[config.mk]
export PLATFORM = sky130hd
export DESIGN_NAME = run_controller
export DESIGN_NICKNAME = d
export VERILOG_FILES = /design/src/rtl/run_controller.sv
export SDC_FILE = /design/constraint.sdc
export NUM_CORES = 1
export LEC_CHECK = 0
export CAP_MARGIN = 20
export CORE_MARGIN = 5
export CORE_UTILIZATION = 35
export DETAILED_ROUTE_END_ITERATION = 8
export SYNTH_ARGS = -nofsm -noshare
export SYNTH_HDL_FRONTEND = slang
export SYNTH_SLANG_ARGS = --single-unit
[constraint.sdc]
create_clock -name CLK -period 7 [get_ports CLK]
set_clock_uncertainty 0.2 [all_clocks]
set_input_delay 2.1 -clock CLK [delete_from_list [all_inputs] [get_ports CLK]]
set_output_delay 2.1 -clock CLK [all_outputs]
set_load 0.005 [all_outputs]
[src/rtl/run_controller.sv]
// run_controller
//
// Upstream control stage for the singlecycle processor. Holds the processor
// in reset with a latched start PC, releases it, runs it until currentpc
// reaches the latched stop address, then captures MemtoRegOut and compares it
// against a latched expected value. A watchdog ends runs that never reach the
// stop address.
//
// Ports:
//   CLK          in   clock, all state updates on posedge
//   resetl       in   asynchronous active-low reset
//   start        in   run request, accepted in IDLE or DONE
//   startpc_in   in   PC loaded into the processor
//   stoppc_in    in   run ends when currentpc >= this (unsigned)
//   expected_in  in   value MemtoRegOut must equal at the stop point
//   currentpc    in   processor current PC
//   MemtoRegOut  in   processor writeback value
//   cpu_resetl   out  processor reset, active low
//   startpc      out  latched processor start PC
//   busy         out  high in HOLD and RUN
//   done         out  run finished, held until next start
//   pass         out  stop PC hit with matching result (valid with done)
//   timeout      out  watchdog expired (valid with done)
//   result       out  MemtoRegOut captured at the stop point
//   cycles       out  non-terminating RUN cycles of the current/last run
module run_controller #(
  parameter int                  RESET_CYCLES = 2,
  parameter int                  WD_WIDTH     = 16,
  parameter logic [WD_WIDTH-1:0] WD_LIMIT     = 16'h00FF,
  parameter int                  DATA_W       = 64
) (
  input  logic                CLK,
  input  logic                resetl,
  input  logic                start,
  input  logic [DATA_W-1:0]   startpc_in,
  input  logic [DATA_W-1:0]   stoppc_in,
  input  logic [DATA_W-1:0]   expected_in,
  input  logic [DATA_W-1:0]   currentpc,
  input  logic [DATA_W-1:0]   MemtoRegOut,
  output logic                cpu_resetl,
  output logic [DATA_W-1:0]   startpc,
  output logic                busy,
  output logic                done,
  output logic                pass,
  output logic                timeout,
  output logic [DATA_W-1:0]   result,
  output logic [WD_WIDTH-1:0] cycles
);

  // The hold counter runs 0 .. RESET_CYCLES-1; the transition to RUN happens
  // on the edge that sees the last value, i.e. the RESET_CYCLES-th HOLD edge.
  localparam int                HOLD_W    = (RESET_CYCLES > 1) ? $clog2(RESET_CYCLES) : 1;
  localparam logic [HOLD_W-1:0] HOLD_LAST = HOLD_W'(RESET_CYCLES - 1);

  typedef enum logic [1:0] {
    S_IDLE = 2'd0,
    S_HOLD = 2'd1,
    S_RUN  = 2'd2,
    S_DONE = 2'd3
  } state_t;

  state_t              state_q, state_d;
  logic [HOLD_W-1:0]   hold_q, hold_d;
  logic                cpu_resetl_q, cpu_resetl_d;
  logic                busy_q, busy_d;
  logic                done_q, done_d;
  logic                pass_q, pass_d;
  logic                timeout_q, timeout_d;
  logic [DATA_W-1:0]   startpc_q, startpc_d;
  logic [DATA_W-1:0]   stop_q, stop_d;
  logic [DATA_W-1:0]   expected_q, expected_d;
  logic [DATA_W-1:0]   result_q, result_d;
  logic [WD_WIDTH-1:0] cycles_q, cycles_d;

  logic stop_hit;
  logic wd_expired;

  assign stop_hit   = (currentpc >= stop_q);
  assign wd_expired = (cycles_q == WD_LIMIT);

  // State and output registers
  always_ff @(posedge CLK or negedge resetl) begin
    if (!resetl) begin
      state_q      <= S_IDLE;
      hold_q       <= '0;
      cpu_resetl_q <= 1'b0;
      busy_q       <= 1'b0;
      done_q       <= 1'b0;
      pass_q       <= 1'b0;
      timeout_q    <= 1'b0;
      startpc_q    <= '0;
      stop_q       <= '0;
      expected_q   <= '0;
      result_q     <= '0;
      cycles_q     <= '0;
    end else begin
      state_q      <= state_d;
      hold_q       <= hold_d;
      cpu_resetl_q <= cpu_resetl_d;
      busy_q       <= busy_d;
      done_q       <= done_d;
      pass_q       <= pass_d;
      timeout_q    <= timeout_d;
      startpc_q    <= startpc_d;
      stop_q       <= stop_d;
      expected_q   <= expected_d;
      result_q     <= result_d;
      cycles_q     <= cycles_d;
    end
  end

  // Next-state and next-output logic; every output is registered, so the
  // values computed here are what the outputs show after the coming edge.
  always_comb begin
    state_d      = state_q;
    hold_d       = hold_q;
    cpu_resetl_d = cpu_resetl_q;
    busy_d       = busy_q;
    done_d       = done_q;
    pass_d       = pass_q;
    timeout_d    = timeout_q;
    startpc_d    = startpc_q;
    stop_d       = stop_q;
    expected_d   = expected_q;
    result_d     = result_q;
    cycles_d     = cycles_q;

    case (state_q)
      S_IDLE, S_DONE: begin
        cpu_resetl_d = 1'b0;
        busy_d       = 1'b0;
        if (start) begin
          startpc_d  = startpc_in;
          stop_d     = stoppc_in;
          expected_d = expected_in;
          done_d     = 1'b0;
          pass_d     = 1'b0;
          timeout_d  = 1'b0;
          result_d   = '0;
          cycles_d   = '0;
          hold_d     = '0;
          busy_d     = 1'b1;
          state_d    = S_HOLD;
        end
      end

      S_HOLD: begin
        busy_d       = 1'b1;
        cpu_resetl_d = 1'b0;
        hold_d       = hold_q + 1'b1;
        if (hold_q == HOLD_LAST) begin
          cpu_resetl_d = 1'b1;
          state_d      = S_RUN;
        end
      end

      S_RUN: begin
        busy_d       = 1'b1;
        cpu_resetl_d = 1'b1;
        // Stop hit outranks the watchdog when both occur on the same edge.
        if (stop_hit) begin
          result_d     = MemtoRegOut;
          pass_d       = (MemtoRegOut == expected_q);
          timeout_d    = 1'b0;
          done_d       = 1'b1;
          cpu_resetl_d = 1'b0;
          busy_d       = 1'b0;
          state_d      = S_DONE;
        end else if (wd_expired) begin
          timeout_d    = 1'b1;
          pass_d       = 1'b0;
          done_d       = 1'b1;
          cpu_resetl_d = 1'b0;
          busy_d       = 1'b0;
          state_d      = S_DONE;
        end else begin
          // Cannot wrap: the watchdog branch above fires at WD_LIMIT.
          cycles_d = cycles_q + 1'b1;
        end
      end

      default: begin
        state_d      = S_IDLE;
        cpu_resetl_d = 1'b0;
        busy_d       = 1'b0;
      end
    endcase
  end

  assign cpu_resetl = cpu_resetl_q;
  assign startpc    = startpc_q;
  assign busy       = busy_q;
  assign done       = done_q;
  assign pass       = pass_q;
  assign timeout    = timeout_q;
  assign result     = result_q;
  assign cycles     = cycles_q;

endmodule

# After elaboration in Yosys (flattened, before gate mapping)
# Cells that the tools add are included.
[word_totals] register_bits=280 latchBits=0 ram_bits=0 mem_bits_ro=0 in_bits=323 out_inout_bits=149 elab_cells=64 mem_count=0
[op_classes] addsub=2 mul=0 n_div=0 order_cmp=1 n_eq_ne=11 shifts=0 n_mux=28 bitwise=0 n_reduce_logical=10
[ops] operator="$mux W64" count=2
[ops] operator="$pmux W64 S2" count=1
[ops] operator="$eq A64 B64 Y1" count=1
[ops] operator="$ge A64 B64 Y1" count=1
[ops] operator="$mux W16" count=3
[ops] operator="$pmux W16 S2" count=1
[ops] operator="$add A16 B1 Y16 const B" count=1
[ops] operator="$eq A16 B8 Y1 const B" count=1
[ops] operator="$mux W1" count=10
[ops] operator="$ne A2 B2 Y1 const B" count=5
[ops] operator="$reduce_and A3 Y1" count=3
[ops] operator="$mux W2" count=4
[ops] operator="$pmux W1 S2" count=4
[ops] operator="$pmux W1 S3" count=2
[ops] operator="$pmux W2 S3" count=1
[ops] operator="$eq A2 B2 Y1 const B" count=2
[ops] operator="$reduce_and A2 Y1" count=2
[ops] operator="$reduce_and A4 Y1" count=1
[ops] operator="$reduce_bool A2 Y1" count=2
[ops] operator="$ne A3 B3 Y1 const B" count=1
[ops] operator="$eq A2 B1 Y1 const B" count=1
[ops] operator="$logic_not A2 Y1" count=1
[ops] operator="$reduce_or A2 Y1" count=1
[ops] operator="$add A1 B1 Y1 const B" count=1

# Depth between registers and ports, before layout
# Gate-level depths: netlist (run 1).
[depth] word_depth=4 mapped_depth=13 ltp_nobuf=10

# Worst setup path after synthesis (run 1)
# OpenSTA, ideal clock, no wires.
[synth_timing] path_kind="input to register" start="in currentpc[14]" end="reg result_q[57], in the netlist result[57]" setup_time_ns=0.132 arrival_ns=4.267 setup_slack_ns=2.401 path_stages=12 n_path_buf=3 path_cell_list="ha_1 > nand4_1 > nor3_1 > or4b_1 > a31oi_1 > a41oi_1 > and2_1 > clkbuf_2 > buf_6 > buf_2 > a22oi_1 > o21ai_1"
[synth_between] elab_chain_len=3
[synth_rtl] item="start: declaration" line="38" text="input logic [DATA_W-1:0] currentpc,"
[synth_rtl] item="$ge A64 B64 Y1" line="78" text="assign stop_hit = (currentpc >= stop_q);"
[synth_rtl] item="$ne A2 B2 Y1 (no line)"
[synth_rtl] item="$reduce_and A3 Y1 (no line)"
[synth_rtl] item="end signal: assignment" line="107" text="result_q <= result_d;"
[synth_rtl] item="end: declaration" line="72" text="logic [DATA_W-1:0] result_q, result_d;"
# No other way between the ends.
# A chain may end at the register's enable or synchronous reset.

# Worst setup path after layout (run 1)
[layout_timing] start="in currentpc[9]" end="reg result_q[29], in the netlist result[29]"
# Same word-level chain as after synthesis.

==> flow_summary.yaml, run 1 <==
status:
  status: "completed"
yosys:
  synthAdderAreaFrac_pct: 6.26
  synth_top_cells_by_count: "dfrtp_1, mux2_2, nand2_1, inv_1, ha_1"
  muxShareOfSynthArea_pct: 16.1
  yosys.area.top_type: "dfrtp_1"
  yosys.area.top_type_share_pct: 51.6
  synth.avg_cell_area_sq_um: 11.6
  synth-simple-area-share_pct: 7.01
  synth-main-ff-cell: "dfrtp_1"
  async_reset_ff_share_pct: 100
  synth_top_family_by_area: "multiplexers"
  syn_area_sq_mm: 0.0136
  synth_compound_area_share_pct: 10.9
  syn_inst: 1170
  synth_edf_count: 0
  synth_cell_type_count: 53
  post-synth-top-count-cell: "dfrtp_1"
  synthTopCellsByArea: "dfrtp_1, mux2_2, ha_1"
  yosys.area_share.xor_xnor_pct: 4.19
  ys_seq_area_share_pct: 51.6
  ys_warn_count: 0
  synth-seq-cells: 280
  syn_nets: 1561
place:
  portBuffers: 471
  gp_congestion: 0.837
  hpwl_microns: 35700
grt:
  grt_pass1_vias: 11700
  antenna_found_initial: 18
  grt_pass1_wl_microns: 72200
  grt_usage_pct: 21.6
  grt_overflow: 0
  grt_max_degree: 118
die:
  die_y_microns: 207
  coreArea_sq_mm: 0.0386
  io_pins: 472
  row_count: 72
  start_util_pct: 35.2
  dieArea_sq_mm: 0.0429
  die_w_microns: 207
timing:
  setup_viol: 0
  period_minus_slack_ns: 5.50
  tns_ns: 0
  tightest_slew_ns: 1.05
  finalCritPeriodShare_pct: 78.6
  fmax_mhz: 182
  grt_setup_unrepaired: "false"
  holdWs_ns: 0.303
  maxSlewViolCount: 0
  hold_viol: 0
  slew_headroom_pct: 29.9
detailed_routing:
  vias: 11000
  wirelength_microns: 47600
  drt-initial-drc-count: 569
  wire_per_inst_microns: 21.7
  firstDrtPassIters: 5
  vias_per_cell: 5.03
  drc_errors: 0
  ant_nets: 0
worst_setup_path:
  critPathMaxFanout: 46
  startpoint_type: "input port"
  arrival_ns: 5.75
  crit_type: "in -> reg"
  crit_family: "compound AO/OA/AOI/OAI gates"
  worst-endpoint-required_ns: 7.25
  end_kind: "register"
  crit_path_top_delay_cell: "and2_2"
  max_stage_delay_ns: 0.74
  r2r_slack_ns: 3.09
  critPathMostFrequentCell: "o21ai_0"
  critPathBufInv: 2
  cp_cell_sequence: "clkdlybuf4s50_1 -> ha_1 -> a21oi_1 -> o21ai_0 -> a221oi_1 -> a31oi_1 -> a41oi_1 -> and2_2 -> buf_12 -> a22oi_1 -> o21ai_0"
clock_tree:
  htree_levels: 2
  clock_latency_ns: 0.54
  cts_resized: 0
  root_buffer: "clkbuf_16"
  clockBufferDepth: 3
  cts_tree: "done"
  clk_transition_reported_paths_ns: 0.05
  hold_buffers: 0
  cts.sinks: 280
  cts_setup_buffers: 0
  cts_inserted_buffers: 36
power_and_ir_drop:
  power_density_mw_per_mm2: 423
  max-vdd-ir-drop_uv: 251
  combPwrFrac_pct: 44.7
  p_sw_mw: 2.96
  power_frac_seq_pct: 34.0
  p_leak_nw: 8.42
  power.internal_mw: 5.53
  clockPowerShare_pct: 21.4
  switching_share_pct: 34.9
run:
  drv_cap: 0
final_layout:
  syn_to_final_growth_pct: 47.4
  fillers: 3493
  drive_above_1_share_pct: 16.0
  nNetsFinal: 2023
min_path:
  hold_class: "reg -> reg"
==> cell usage in the layout (no fill, tap or decap), types with 8 or more instances in the layout <==
master           count
diode_2             15
a22oi_1             64
a21oi_1             33
dfrtp_1            280
clkdlybuf4s50_1    470
o21ai_0             56
xor2_1              16
mux2_2             192
inv_1               74
xnor2_1             49
clkbuf_1             9
nor4_1              11
o21ai_1             25
ha_1                68
and3_1              13
nand3_1             10
clkbuf_16           37
buf_4                9
nor2_1              18
a41oi_1             11
nand2_1             94
clkbuf_8             8
nand4_1             32
==> through the flow <==
stage	setup WS [ns]	std cells	utilization [%]	power, mW	area, sq um
after floorplan	2.40	1170	-	4.96	13600
after global placement	0.997	2112	48.9	6.63	18800
after detailed placement	0.935	2112	48.9	6.72	18800
after CTS	1.51	2176	51.9	8.61	20000
after global routing	1.27	2190	51.9	9.07	20000
final	1.50	2191	52.0	8.48	20000
==> flip-flops by register name (all words and copies together), names as in the netlist <==
name,count
expected_q,64
result,64
startpc,64
stop_q,64
cycles,16
state_q,2
busy,1
cpu_resetl,1
done,1
hold_q,1
pass,1
timeout,1
==> layer usage <==
layer | vias to the layer above | track usage (%) | wire (microns)
li1 | 5150 | - | -
met1 | 5409 | 25.5 | 18500
met2 | 374 | 36.5 | 23800
met3 | 90 | 7.14 | 3690
met4 | 8 | 8.32 | 1560
met5 | - | 0 | 48
==> cell type report <==
cell class,count,area (sq um),share of cell area (%)
diodes,15,37.5,0.187
clock inverters,10,86.3,0.431
clock buffers,54,1070,5.34
repair buffers,482,4830,24.1
well taps,518,648,3.24
flip-flops and latches,280,7010,35.0
multi-input cells,757,6070,30.3
inverters,75,282,1.41
==> kinds of logic (layout without fill, tap and decap cells) <==
family	Yosys count	in the layout
flops	280	280
compound gates	231	231
simple gates	198	198
mux	195	195
buf+inv	133	621
fa+ha+maj	68	68
xor+xnor	65	65
other cells	0	15
==> power groups by stage <==
stage | Clock [mW] | Combinational, mW | Sequential [mW]
floorplan | 0 | 2.13 | 2.84
global placement | 0 | 3.76 | 2.87
detailed placement | 0 | 3.82 | 2.90
CTS | 1.88 | 3.85 | 2.88
global route | 1.94 | 4.15 | 2.98
finish | 1.81 | 3.79 | 2.88
==> path summary, 6_finish.rpt <==
| check | startpoint | to | depth (start not counted) |
|---|---|---|---|
| max reg2reg | stop_q[9] | result[29] | 11 |
| min | stop_q[23] | stop_q[23] | 1 |
| max | currentpc[9] | result[29] | 11 |
| max in group asynchronous | resetl | expected_q[47] | 2 |
| min in group asynchronous | resetl | stop_q[50] | 1 |
| min reg2reg | stop_q[23] | stop_q[23] | 1 |
Power figures use the tool's default switching activity.
==> inputs of run 2 (changes only) <==
PLACE_DENSITY = 0.67   (was default)
clock period = 4.8 ns   (was 7 ns; I/O delays follow)
==> run 2 against run 1 <==
  * Die area unchanged
  * Non-clock buffer count increased by 16
  * Global-route usage is 0.87 points lower
  * Via count barely moved
  * Clock-buffer cell count decreased by 5
  * Hold slack worse by 0.00085 ns
  * Largest cell class unchanged
  * First-iteration DRC count shrank 12%
  * Flip-flop and latch count is the same
  * Sequential share of layout area down 0.17 points
==> flow_summary.yaml, run 2 (synthesis results as in run 1) <==
grt:
  gr-max-usage-layer: "met2"
  grt_overflow: 0
  grt_usage_pct: 20.7
  use_met1_pct: 25.8
  grt_pass1_wl_microns: 69800
  grt_pass1_vias: 11500
  grt_max_degree: 169
  antenna_found_initial: 12
  met3_usage_pct: 5.30
  met2_usage_pct: 34.6
power_and_ir_drop:
  max-vdd-ir-drop_uv: 445
  fin_total_pwr_mw: 12.4
  power_density_mw_per_mm2: 614
  p_leak_nw: 8.48
worst_setup_path:
  r2r-start: "stop_q[12]"
  crit_type: "in -> reg"
  arrival_ns: 4.50
  end_kind: "register"
  startpoint_type: "input port"
  r2r_cells: 12
  r2r-end: "result[12]"
  worst-endpoint-required_ns: 4.97
  critPathMaxFanout: 25
  r2r_slack_ns: 1.42
timing:
  hold_viol: 0
  grt_setup_unrepaired: "false"
  setup_viol: 0
  finalCritPeriodShare_pct: 90.2
  slew_headroom_pct: 24.9
  fin_ws_ns: 0.469
  tightest_slew_ns: 1.13
  tns_ns: 0
  period_minus_slack_ns: 4.33
  fmax_mhz: 231
  maxSlewViolCount: 0
detailed_routing:
  firstDrtPassIters: 5
  drc_errors: 0
  drt-initial-drc-count: 498
  vias: 11000
  ant_nets: 0
  wire_per_inst_microns: 20.8
  vias_per_cell: 5.02
  wirelength_microns: 45700
final_layout:
  syn_to_final_growth_pct: 48.1
  nNetsFinal: 2037
  layout_commonest_cell: "clkdlybuf4s50_1"
  layout_common_cells: "clkdlybuf4s50_1, dfrtp_1, mux2_2"
  drive_above_1_share_pct: 16.7
clock_tree:
  htree_levels: 2
  cts_resized: 0
  clock_latency_ns: 0.53
  cts_inserted_buffers: 34
  clockBufferDepth: 3
  root_buffer: "clkbuf_16"
  cts.sinks: 280
  cts_setup_buffers: 0
  cts_tree: "done"
  hold_buffers: 0
  clk_transition_reported_paths_ns: 0.06
min_path:
  min_path_cells: 1
  holdPathEnd: "startpc[42]"
  hold_class: "reg -> reg"
  hp-start: "startpc[42]"
die:
  die_w_microns: 207
  dieArea_sq_mm: 0.0429
  coreArea_sq_mm: 0.0386
  row_count: 72
  die_y_microns: 207
  io_pins: 472
  start_util_pct: 35.2
place:
  pre_cts_ws_ns: -0.0765
  hpwl_microns: 34500
  gp_congestion: 0.894
  portBuffers: 471
run:
  drv_cap: 0
status:
  status: "completed"
run 2: changes by cell type in the layout (fill, tap and decap cells not counted), sizes merged:
cell / previous run / this run
diode: 15 / 11
buf: 12 / 28
bufinv: 1 / 2
clkbuf: 54 / 49
clkinvlp: 0 / 1
inv: 77 / 76
run 2: power by group:
part           total [mW]  switching (mW)  internal, mW
combinational        5.58            2.53          3.04
sequential           4.22           0.719          3.50
clock                2.56            1.02          1.54
run 2: how the worst max path moves through the flow:
| stage | start | to | slack [ns] | depth (start not counted) |
|---|---|---|---|---|
| after floorplan | currentpc[14] | result[57] | 0.86 | 12 |
| after global placement | currentpc[10] | result[26] | 0.04 | 12 |
| after detailed placement | currentpc[14] | result[7] | -0.08 | 12 |
| after CTS | currentpc[14] | result[8] | 0.49 | 12 |
| after global routing | currentpc[14] | result[38] | 0.29 | 13 |
| final | currentpc[12] | result[12] | 0.47 | 12 |
run 2: final cells by class:
cell class | instances | area (sq um)
clock buffers | 49 | 988
inverters | 75 | 282
multi-input cells | 757 | 6070
clock inverters | 11 | 111
well taps | 518 | 648
diodes | 11 | 27.5
flip-flops and latches | 280 | 7010
repair buffers | 498 | 5000
fillers | 3402 | 18400
run 2: metrics by stage:
stage / area [sq um] / hold WS [ns] / std cells / utilization [%]
6_report: 20100 / 0.302 / 2199 / 52.2
3_3_place_gp: 19000 / 0.286 / 2128 / 49.3
2_1_floorplan: 13600 / 0.279 / 1170 / -
4_1_cts: 20100 / 0.304 / 2188 / 52.1
3_5_place_dp: 19000 / 0.292 / 2128 / 49.3
5_1_grt: 20100 / 0.311 / 2199 / 52.2
run 2: critical path: stages:
cell and delay (ns):
clkdlybuf4s50_1 0.42, ha_1 0.32, nand4_1 0.12, nor3_1 0.35, buf_4 0.18, or4b_1 0.47
a31oi_1 0.19, a41oi_1 0.11, and2_2 0.33, buf_4 0.24, a22oi_1 0.21, o21ai_0 0.10
run 2: metal layers:
metal  wire (microns)  up-vias
li1                 -     5161
met1            18700     5428
met2            22700      375
met3             2970       72
met4             1340        2
met5               13        -
